File: config.mk
export PLATFORM = sky130hd
export DESIGN_NAME = spike_event_arbiter_flat
export DESIGN_NICKNAME = d
export VERILOG_FILES = /design/src/rtl/spike_event_arbiter_if.sv /design/src/rtl/spike_event_arbiter.sv /design/src/flat_wrapper.sv
export SDC_FILE = /design/constraint.sdc
export NUM_CORES = 1
export LEC_CHECK = 0
export BUFFER_PORTS_ARGS = -buffer_cell sky130_fd_sc_hd__buf_2
export CAP_MARGIN = 40
export CORE_MARGIN = 1.5
export CORE_UTILIZATION = 55
export CTS_CLUSTER_SIZE = 8
export DETAILED_ROUTE_END_ITERATION = 8
export PLACE_DENSITY = 0.83
export SYNTH_ARGS = -nofsm -noshare
export SYNTH_HDL_FRONTEND = slang
export SYNTH_SLANG_ARGS = --single-unit
File: constraint.sdc
create_clock -name clk -period 3.3 [get_ports clk]
set_input_delay 0.165 -clock clk [delete_from_list [all_inputs] [get_ports clk]]
set_output_delay 0.165 -clock clk [all_outputs]
set_load 0.02 [all_outputs]
File: src/rtl/spike_event_arbiter_if.sv
// Event stream from the spike arbiter to the SNN consumer.
// The master drives the head event and the slave returns ev_ready.
interface spike_event_arbiter_if #(
   parameter int TS_W = 16
) ();
   logic            ev_valid;
   logic            ev_ready;
   logic [1:0]      ev_addr;
   logic [TS_W-1:0] ev_ts;

   modport master (output ev_valid, output ev_addr, output ev_ts, input ev_ready);
   modport slave  (input ev_valid, input ev_addr, input ev_ts, output ev_ready);
endinterface

File: src/rtl/spike_event_arbiter.sv
// Coalesces 3 spike channels into a timestamped event queue (spike to ev_valid in 2 cycles, ev_ready backpressure holds the head).
// Round-robin grant by default; with SPIKE_SHOCK_PRIORITY_EN defined, a pending shock always wins.
module spike_event_arbiter #(
   parameter int FIFO_DEPTH = 4,
   parameter int TS_W       = 16
) (
   input  logic                 clk,
   input  logic                 rst,
   input  logic                 line_sync,
   input  logic                 spike_drift,
   input  logic                 spike_spread,
   input  logic                 spike_shock,
   spike_event_arbiter_if.master ev,
   output logic [7:0]           drop_count,
   output logic                 busy
);
   localparam int AW = $clog2(FIFO_DEPTH);

   typedef struct packed {
      logic [1:0]      addr;
      logic [TS_W-1:0] ts;
   } ev_t;

   ev_t             mem [FIFO_DEPTH];
   logic [AW-1:0]   wr_ptr, rd_ptr;
   logic [AW:0]     occ;
   logic [TS_W-1:0] ts_cnt;
   logic [2:0]      pending;
   logic [TS_W-1:0] pend_ts [3];
   logic [1:0]      last_grant;

   logic [2:0]      spike;
   logic            full, pop;
   logic            gnt_vld;
   logic [1:0]      gnt_ch;
   logic [2:0]      gnt_oh;
   logic [2:0]      drop;
   logic [1:0]      drop_inc;
   logic [8:0]      drop_sum;
   logic [7:0]      drop_next;
   ev_t             head;

   function automatic logic [1:0] wrap3(input logic [2:0] v);
      return (v >= 3'd3) ? 2'(v - 3'd3) : v[1:0];
   endfunction

   assign spike = {spike_shock, spike_spread, spike_drift};
   assign full  = (occ == (AW+1)'(FIFO_DEPTH));
   assign pop   = ev.ev_valid && ev.ev_ready;

   always_comb begin
      gnt_vld = 1'b0;
      gnt_ch  = 2'd0;
      if (!full) begin
`ifdef SPIKE_SHOCK_PRIORITY_EN
         // Shock bypasses the rotation; drift/spread alternate via last_grant.
         if (pending[2]) begin
            gnt_vld = 1'b1;
            gnt_ch  = 2'd2;
         end else if (pending[0] && pending[1]) begin
            gnt_vld = 1'b1;
            gnt_ch  = (last_grant == 2'd0) ? 2'd1 : 2'd0;
         end else if (pending[0] || pending[1]) begin
            gnt_vld = 1'b1;
            gnt_ch  = pending[0] ? 2'd0 : 2'd1;
         end
`else
         // Scan from the farthest offset down so the nearest pending channel wins.
         for (int i = 2; i >= 0; i--) begin
            if (pending[wrap3({1'b0, wrap3({1'b0, last_grant} + 3'd1)} + 3'(i))]) begin
               gnt_vld = 1'b1;
               gnt_ch  = wrap3({1'b0, wrap3({1'b0, last_grant} + 3'd1)} + 3'(i));
            end
         end
`endif
      end
   end

   assign gnt_oh    = gnt_vld ? (3'b001 << gnt_ch) : 3'b000;
   assign drop      = spike & pending & ~gnt_oh;
   assign drop_inc  = {1'b0, drop[0]} + {1'b0, drop[1]} + {1'b0, drop[2]};
   assign drop_sum  = {1'b0, drop_count} + {7'd0, drop_inc};
   assign drop_next = drop_sum[8] ? 8'hFF : drop_sum[7:0];

   always_ff @(posedge clk) begin
      if (rst) begin
         ts_cnt     <= '0;
         pending    <= 3'b000;
         drop_count <= 8'd0;
         last_grant <= 2'd2;
         wr_ptr     <= '0;
         rd_ptr     <= '0;
         occ        <= '0;
         for (int c = 0; c < 3; c++) pend_ts[c] <= '0;
      end else begin
         if (line_sync) ts_cnt <= ts_cnt + 1'b1;
         // A spike landing on its own grant cycle starts a fresh pending event.
         for (int c = 0; c < 3; c++) begin
            if (spike[c] && (!pending[c] || gnt_oh[c])) begin
               pending[c] <= 1'b1;
               pend_ts[c] <= ts_cnt;
            end else if (gnt_oh[c]) begin
               pending[c] <= 1'b0;
            end
         end
         drop_count <= drop_next;
         if (gnt_vld) begin
            wr_ptr <= wr_ptr + 1'b1;
`ifdef SPIKE_SHOCK_PRIORITY_EN
            if (gnt_ch != 2'd2) last_grant <= gnt_ch;
`else
            last_grant <= gnt_ch;
`endif
         end
         if (pop) rd_ptr <= rd_ptr + 1'b1;
         case ({gnt_vld, pop})
            2'b10:   occ <= occ + 1'b1;
            2'b01:   occ <= occ - 1'b1;
            default: occ <= occ;
         endcase
      end
   end

   always_ff @(posedge clk) begin
      if (!rst && gnt_vld) mem[wr_ptr] <= '{addr: gnt_ch, ts: pend_ts[gnt_ch]};
   end

   assign head        = mem[rd_ptr];
   assign ev.ev_valid = (occ != '0);
   assign ev.ev_addr  = ev.ev_valid ? head.addr : 2'd0;
   assign ev.ev_ts    = ev.ev_valid ? head.ts : '0;
   assign busy        = (|pending) || ev.ev_valid;
endmodule

File: src/flat_wrapper.sv
// flat-port wrapper written by rule: the top's interface ports become plain ports
module spike_event_arbiter_flat 
#(
   parameter int FIFO_DEPTH = 4,
   parameter int TS_W       = 16
)
  (clk, rst, line_sync, spike_drift, spike_spread, spike_shock, drop_count, busy, ev_ev_valid, ev_ev_addr, ev_ev_ts, ev_ev_ready);
  spike_event_arbiter_if #(.TS_W(TS_W)) ev_i ();
  input  logic clk;
  input  logic rst;
  input  logic line_sync;
  input  logic spike_drift;
  input  logic spike_spread;
  input  logic spike_shock;
  output logic [7:0] drop_count;
  output logic busy;
  output wire logic [$bits(ev_i.ev_valid)-1:0] ev_ev_valid;
  output wire logic [$bits(ev_i.ev_addr)-1:0] ev_ev_addr;
  output wire logic [$bits(ev_i.ev_ts)-1:0] ev_ev_ts;
  input wire logic [$bits(ev_i.ev_ready)-1:0] ev_ev_ready;
  assign ev_ev_valid = ev_i.ev_valid;
  assign ev_ev_addr = ev_i.ev_addr;
  assign ev_ev_ts = ev_i.ev_ts;
  assign ev_i.ev_ready = ev_ev_ready;
  spike_event_arbiter #(.FIFO_DEPTH(FIFO_DEPTH), .TS_W(TS_W)) u_core (.clk(clk), .rst(rst), .line_sync(line_sync), .spike_drift(spike_drift), .spike_spread(spike_spread), .spike_shock(spike_shock), .ev(ev_i), .drop_count(drop_count), .busy(busy));
endmodule
# Word-level counts from Yosys, hierarchy flattened
# Memory sizes are Yosys's and may differ from the RTL's. A register that Yosys moved wholly into a read port is not among the register bits.
# Cells that the tools add are included.
dict set report word_totals {
  register_bits 36
  latchBits 0
  ramBits 120
  rom_bits 0
  in_bits 7
  output_inout_bits 28
  memories 2
}
dict set report classes {
  n_addsub 15
  multipliers 0
  div 0
  n_lt_le_gt_ge 7
  eq_ne 3
  n_shift 1
  n_mux 47
  bitwise_logic 6
  reduce_logical 19
}
# name words width read_ports rd_clocked_by_memory_dff write_ports line
set mem_list {}
lappend mem_list {u_core.mem 4 18 1 1 1 spike_event_arbiter.sv:24} ;# ev_t mem [FIFO_DEPTH];
lappend mem_list {u_core.pend_ts 3 16 1 0 3 spike_event_arbiter.sv:29} ;# logic [TS_W-1:0] pend_ts [3];
# operator count
set op_table {}
lappend op_table {{$mux W16} 4}
lappend op_table {{$mux W1} 26}
lappend op_table {{$mux W2} 11}
lappend op_table {{$add A16 B1 Y16 const B} 1}
lappend op_table {{$add A8 B2 Y9} 1}
lappend op_table {{$ge A3 B2 Y1 const B} 3}
lappend op_table {{$lt A2 B3 Y1 const B} 3}
lappend op_table {{$mux W8} 1}
lappend op_table {{$reduce_bool A2 Y1} 4}
lappend op_table {{$sub A2 B2 Y2 const B} 4}
lappend op_table {{$add A2 B1 Y3 const B} 2}
lappend op_table {{$and A3 B3 Y3} 2}
lappend op_table {{$bmux W1 S2} 3}
lappend op_table {{$pmux W3 S2} 1}
lappend op_table {{$logic_and A1 B1 Y1} 5}
lappend op_table {{$add A2 B1 Y2 const B} 2}
lappend op_table {{$logic_not A1 Y1} 4}
lappend op_table {{$logic_or A1 B1 Y1} 4}
lappend op_table {{$add A2 B2 Y3 const B} 1}
lappend op_table {{$add A3 B1 Y3 const B} 1}
lappend op_table {{$eq A3 B3 Y1 const B} 1}
lappend op_table {{$mux W3} 1}
lappend op_table {{$not A3 Y3} 1}
lappend op_table {{$or A1 B1 Y1} 3}
lappend op_table {{9 further kinds} 9}

# Logic depth before layout (Yosys ltp)
dict set report depth {
  word_depth 20
  depth_mapped 15
}

# Worst setup path before layout
# No wires, ideal clock.
dict set report synth_path {
  path_type {register to register}
  from {register u_core.last_grant[0]}
  to {register u_core.drop_count[7]}
  setup_time_ns 0.134
  t_arrival_ns 3.175
  t_required_ns 3.166
  setup_slack_ns -0.009
  path_stages_with_launch 15
  n_path_buf 2
  period_less_slack_ns 3.309
  path_cell_list {dfxtp_1 > inv_1 > ha_1 > buf_6 > o21a_1 > o2111a_1 > a311oi_4 > nor2_1 > fa_1 > ha_1 > fa_1 > and3_1 > clkbuf_1 > nor3b_1 > nor3_1}
}
dict set report synth_via {
  elab_chain_len 20
}
# element line
set synth_rtl {}
lappend synth_rtl {{start, declared} spike_event_arbiter.sv:30} ;# logic [1:0] last_grant;
lappend synth_rtl {{start signal, assigned} spike_event_arbiter.sv:112} ;# last_grant <= gnt_ch;
lappend synth_rtl {{$add A2 B1 Y3 *} {spike_event_arbiter.sv:70, spike_event_arbiter.sv:72}}
lappend synth_rtl {{$ge A3 B2 Y1 / $sub A2 B2 Y2 (equally long branches)} spike_event_arbiter.sv:44} ;# return (v >= 3'd3) ? 2'(v - 3'd3) : v[1:0];
lappend synth_rtl {{$mux W2 *} spike_event_arbiter.sv:44}
lappend synth_rtl {{$add A2 B2 Y3} {spike_event_arbiter.sv:70, spike_event_arbiter.sv:72}}
lappend synth_rtl {{$ge A3 B2 Y1 / $sub A2 B2 Y2 (equally long branches)} spike_event_arbiter.sv:44}
lappend synth_rtl {{$mux W2} spike_event_arbiter.sv:44}
lappend synth_rtl {{$bmux W1 S2} spike_event_arbiter.sv:70} ;# if (pending[wrap3({1'b0, wrap3({1'b0, last_grant} + 3'd1)} + 3'(i))]) begin
lappend synth_rtl {{$mux W1 (implied by the code)} spike_event_arbiter.sv:70}
lappend synth_rtl {{(+4 left out)} -}
lappend synth_rtl {{$shl A1 B2 Y3} spike_event_arbiter.sv:79} ;# assign gnt_oh = gnt_vld ? (3'b001 << gnt_ch) : 3'b000;
lappend synth_rtl {{$mux W3 *} spike_event_arbiter.sv:79}
lappend synth_rtl {{$not A3 Y3 *} spike_event_arbiter.sv:80} ;# assign drop = spike & pending & ~gnt_oh;
lappend synth_rtl {{$and A3 B3 Y3 *} spike_event_arbiter.sv:80}
lappend synth_rtl {{$add A1 B1 Y2} spike_event_arbiter.sv:81} ;# assign drop_inc = {1'b0, drop[0]} + {1'b0, drop[1]} + {1'b0, drop[2]};
lappend synth_rtl {{$add A2 B1 Y2 *} spike_event_arbiter.sv:81}
lappend synth_rtl {{$add A8 B2 Y9 *} spike_event_arbiter.sv:82} ;# assign drop_sum = {1'b0, drop_count} + {7'd0, drop_inc};
lappend synth_rtl {{$mux W8 *} spike_event_arbiter.sv:83} ;# assign drop_next = drop_sum[8] ? 8'hFF : drop_sum[7:0];
lappend synth_rtl {{end signal, assigned} spike_event_arbiter.sv:106} ;# drop_count <= drop_next;
lappend synth_rtl {{end, declared} spike_event_arbiter.sv:14} ;# output logic [7:0] drop_count,
# Every way passes the cells marked *; elsewhere a longest branch is shown, timed or not. The select of a mux whose other input is x is not followed.
# A chain may end at the register's enable or synchronous reset.

# Worst setup path in the final report
dict set report layout_path {
  from {register u_core.last_grant[0]}
  to {register u_core.drop_count[1]}
}
# Same word-level chain as after synthesis.

==> impl_metrics.csv <==
group,metric,value,unit
global_routing,grt_pass1_wl,18600,um
floorplanning,die_area,12800,um2
setup_path,worstSetupPathType,"flip-flop to flip-flop",
synthesis,synth_top_area_share,54.1,%
synthesis,netlist_top_cells_count,"edfxtp_1, nor2_1, dfxtp_1",
setup_path,cp_max_fo,10,
clocking,cts_buffer_depth,2,
floorplanning,die_w,113,um
floorplanning,coreArea,11900,um2
place,post_dp_cell_area,6980,um2
final_layout,nNetsFinal,521,
route,routed_wirelength,11200,um
floorplanning,num_io_pins,35,
floorplanning,std_cell_rows,40,
place,portBuffers,34,
power_and_ir_drop,ir_drop,0.399,mV
final_layout,syn_to_final_growth,14.0,%
route,drt-initial-drc-count,275,
power_and_ir_drop,combPwrFrac,28.7,%
global_routing,grt_pass1_vias,3755,
timing,worst_clock_skew,0.00780,ns
flow_run,cap_viol_max_count,0,
timing,hold_viol,0,
floorplanning,start_util,55.9,%
synthesis,ys_types,48,
synthesis,ys_top_cells_by_area,"edfxtp_1, dfxtp_1, mux4_2",
route,viasPerCell,5.66,
clocking,insertion_delay,0.42,ns
setup_path,r2r_slack,0.20,ns
power_and_ir_drop,total_power,6.45,mW
floorplanning,die_h,113,um
clocking,clock_sinks,158,
power_and_ir_drop,cellPowerDensity,850,nW/um2
setup_path,cp-end-kind,"flip-flop",
final_layout,fin_area,7590,um2
clocking,cts-buffers-inserted,17,
power_and_ir_drop,swShare,30.2,%
setup_path,arrival,3.39,ns
power_and_ir_drop,internal-power,4.50,mW
timing,min_period,3.10,ns
setup_path,crit_start,"u_core.last_grant[0]",
timing,relSlewSlack,41.1,%
global_routing,grt_max_degree,37,
timing,fmax,323,MHz
synthesis,synth_ff_type,"edfxtp_1",
worst_hold_path,hold_class,"input pin to flip-flop",
clocking,root_buffer,"clkbuf_16",
route,antenna_left,0,
final_layout,layout-drive-gt1-share,23.0,%
place,place_hpwl,7060,um
synthesis,async_flop_share,0,%
synthesis,ys_warn_count,0,
route,drtPass1Iterations,4,
power_and_ir_drop,p_seq_share,41.8,%
timing,tightestPinTransition,0.882,ns
setup_path,r2r_start,"u_core.last_grant[0]",
final_layout,antenna_cells,0,
synthesis,synth_top_cell_by_area,"edfxtp_1",
setup_path,reg2reg_depth,12,
setup_path,r2r_end,"u_core.drop_count[1]",
global_routing,grt_overflow,0,
power_and_ir_drop,p_leak,2.77,nW
synthesis,yosysSeqAreaShare,65.6,%
route,wl_per_cell,17.0,um
synthesis,syn_area,6660,um2
setup_path,cp-start-kind,"flip-flop",
power_and_ir_drop,power.share.clock,29.5,%
synthesis,ys_ff_latch,158,
timing,setup_viol,0,
timing,period_share,94.0,%
global_routing,track_usage,19.2,%
synthesis,synth_most_common_cell,"edfxtp_1",
global_routing,antenna_found_initial,0,
power_and_ir_drop,power_switching,1.95,mW
clocking,cts_tree,"done",
clocking,cts_setup_buffers,0,
timing,drv_slew,0,
clocking,htreeDepth,4,
place,gp_congestion,0.751,
synthesis,synth_edf_count,120,
status,status,"complete, no violations",
synthesis,netlist_instances,461,
timing,rsz0062_at_grt,"false",
route,drc,0,
clocking,clk_pin_slew_worst_paths,0.06,ns
route,num_vias,3741,
synthesis,synth_nets,481,
setup_path,setup.worst_path.end,"u_core.drop_count[1]",
setup_path,worst_ep_required_time,3.59,ns
synthesis,post_synth.cell_area_avg,14.4,um2
==> power by group through the flow <==
| stage | combinational, mW | clock, mW | sequential [mW] |
|---|---|---|---|
| finish | 1.85 | 1.90 | 2.70 |
| CTS | 1.87 | 1.93 | 2.70 |
| floorplan | 1.38 | 0 | 2.69 |
| global route | 2.02 | 2.01 | 2.73 |
| global placement | 1.73 | 0 | 2.70 |
| detailed placement | 1.83 | 0 | 2.73 |
==> registers in the layout, summed over array words and instances (netlist names), named ones only <==
signal	flops
u_core.pend_ts	48
u_core.mem	72
u_core.pending	3
u_core.wr_ptr	2
u_core.last_grant	2
u_core.occ	3
u_core.rd_ptr	2
u_core.ts_cnt	16
u_core.drop_count	8
==> cell usage in the layout (no fill, tap or decap), types with 12 or more instances in the layout <==
cell       instances
nor3b_2           12
edfxtp_1         120
buf_2             34
inv_1             16
mux4_2            18
mux2i_1           18
nor2_1            45
and2_1            23
a21oi_1           34
dfxtp_1           36
clkbuf_16         17
==> area by class of cell <==
class                      count  area [um2]
timing repair buffer          45         253
sequential                   158        4370
multi-input combinational    263        2150
clock inverter                12         143
fill                         814        4320
inverter                      16        60.1
tap                          147         184
clock buffer                  20         437
==> how the worst min path moves through the flow <==
stage | startpoint | to | slack, ns | cells past startpoint
5_1_grt | spike_shock | u_core.pending[2] | 0.06 | 3
3_3_place_gp | spike_shock | u_core.pending[2] | 0.44 | 3
6_report | spike_shock | u_core.pending[2] | 0.03 | 3
3_5_place_dp | spike_shock | u_core.pending[2] | 0.47 | 3
2_1_floorplan | line_sync | u_core.ts_cnt[0] | 0.31 | 2
4_1_cts | spike_shock | u_core.pending[2] | 0.03 | 3
==> metal layers <==
layer,wire length (um),part of all wire [%],GRT usage [%],vias to the layer above
met2,5660,50,32.2,80
met1,4850,43,23.9,1864
met3,497,4.4,5.03,19
met5,0,0,0,-
li1,-,-,-,1778
met4,210,1.9,8.17,0
==> through the flow <==
step	util, %	setup TNS (ns)	worst slack, ns	hold WS (ns)	instances
global route	63.7	0	0.0349	0.0627	661
floorplan	-	0	0.0468	0.313	461
finish	63.7	0	0.199	0.0267	661
CTS	63.6	0	0.0514	0.0274	661
detailed placement	58.6	-0.487	-0.0816	0.468	629
global placement	58.6	0	0.122	0.441	629
==> timing repair <==
| action | in CTS | in global routing |
|---|---|---|
| resized for setup | 3 | 8 |
| hold endpoints to repair | 0 | 0 |
| hold buffers | 0 | 0 |
| endpoints found under the setup margin | 8 | 8 |
==> worst max-delay path, cell delays in order (launching register included) <==
cell	delay (ns)
dfxtp_2	0.35
inv_1	0.08
ha_4	0.20
o21a_1	0.18
o2111a_1	0.26
a311oi_4	0.27
nor2_2	0.08
fa_1	0.47
ha_1	0.24
fa_2	0.36
and3_4	0.22
nand3_1	0.17
a21oi_1	0.10
==> cells by family (layout without fill, tap and decap cells) <==
kind of cell               Yosys count  after routing  share of synthesized area [%]
adders and majority gates           13             13                           2.78
DFF                                158            158                           65.6
and+or+nand+nor                    138            138                           11.9
xor gates and xnor gates            20             20                           2.63
AOI/OAI and AO/OA                   56             56                           5.54
muxes                               36             36                           8.80
buffers and inverters               40             93                           2.76
No activity file was read; power rests on OpenSTA's default activity.
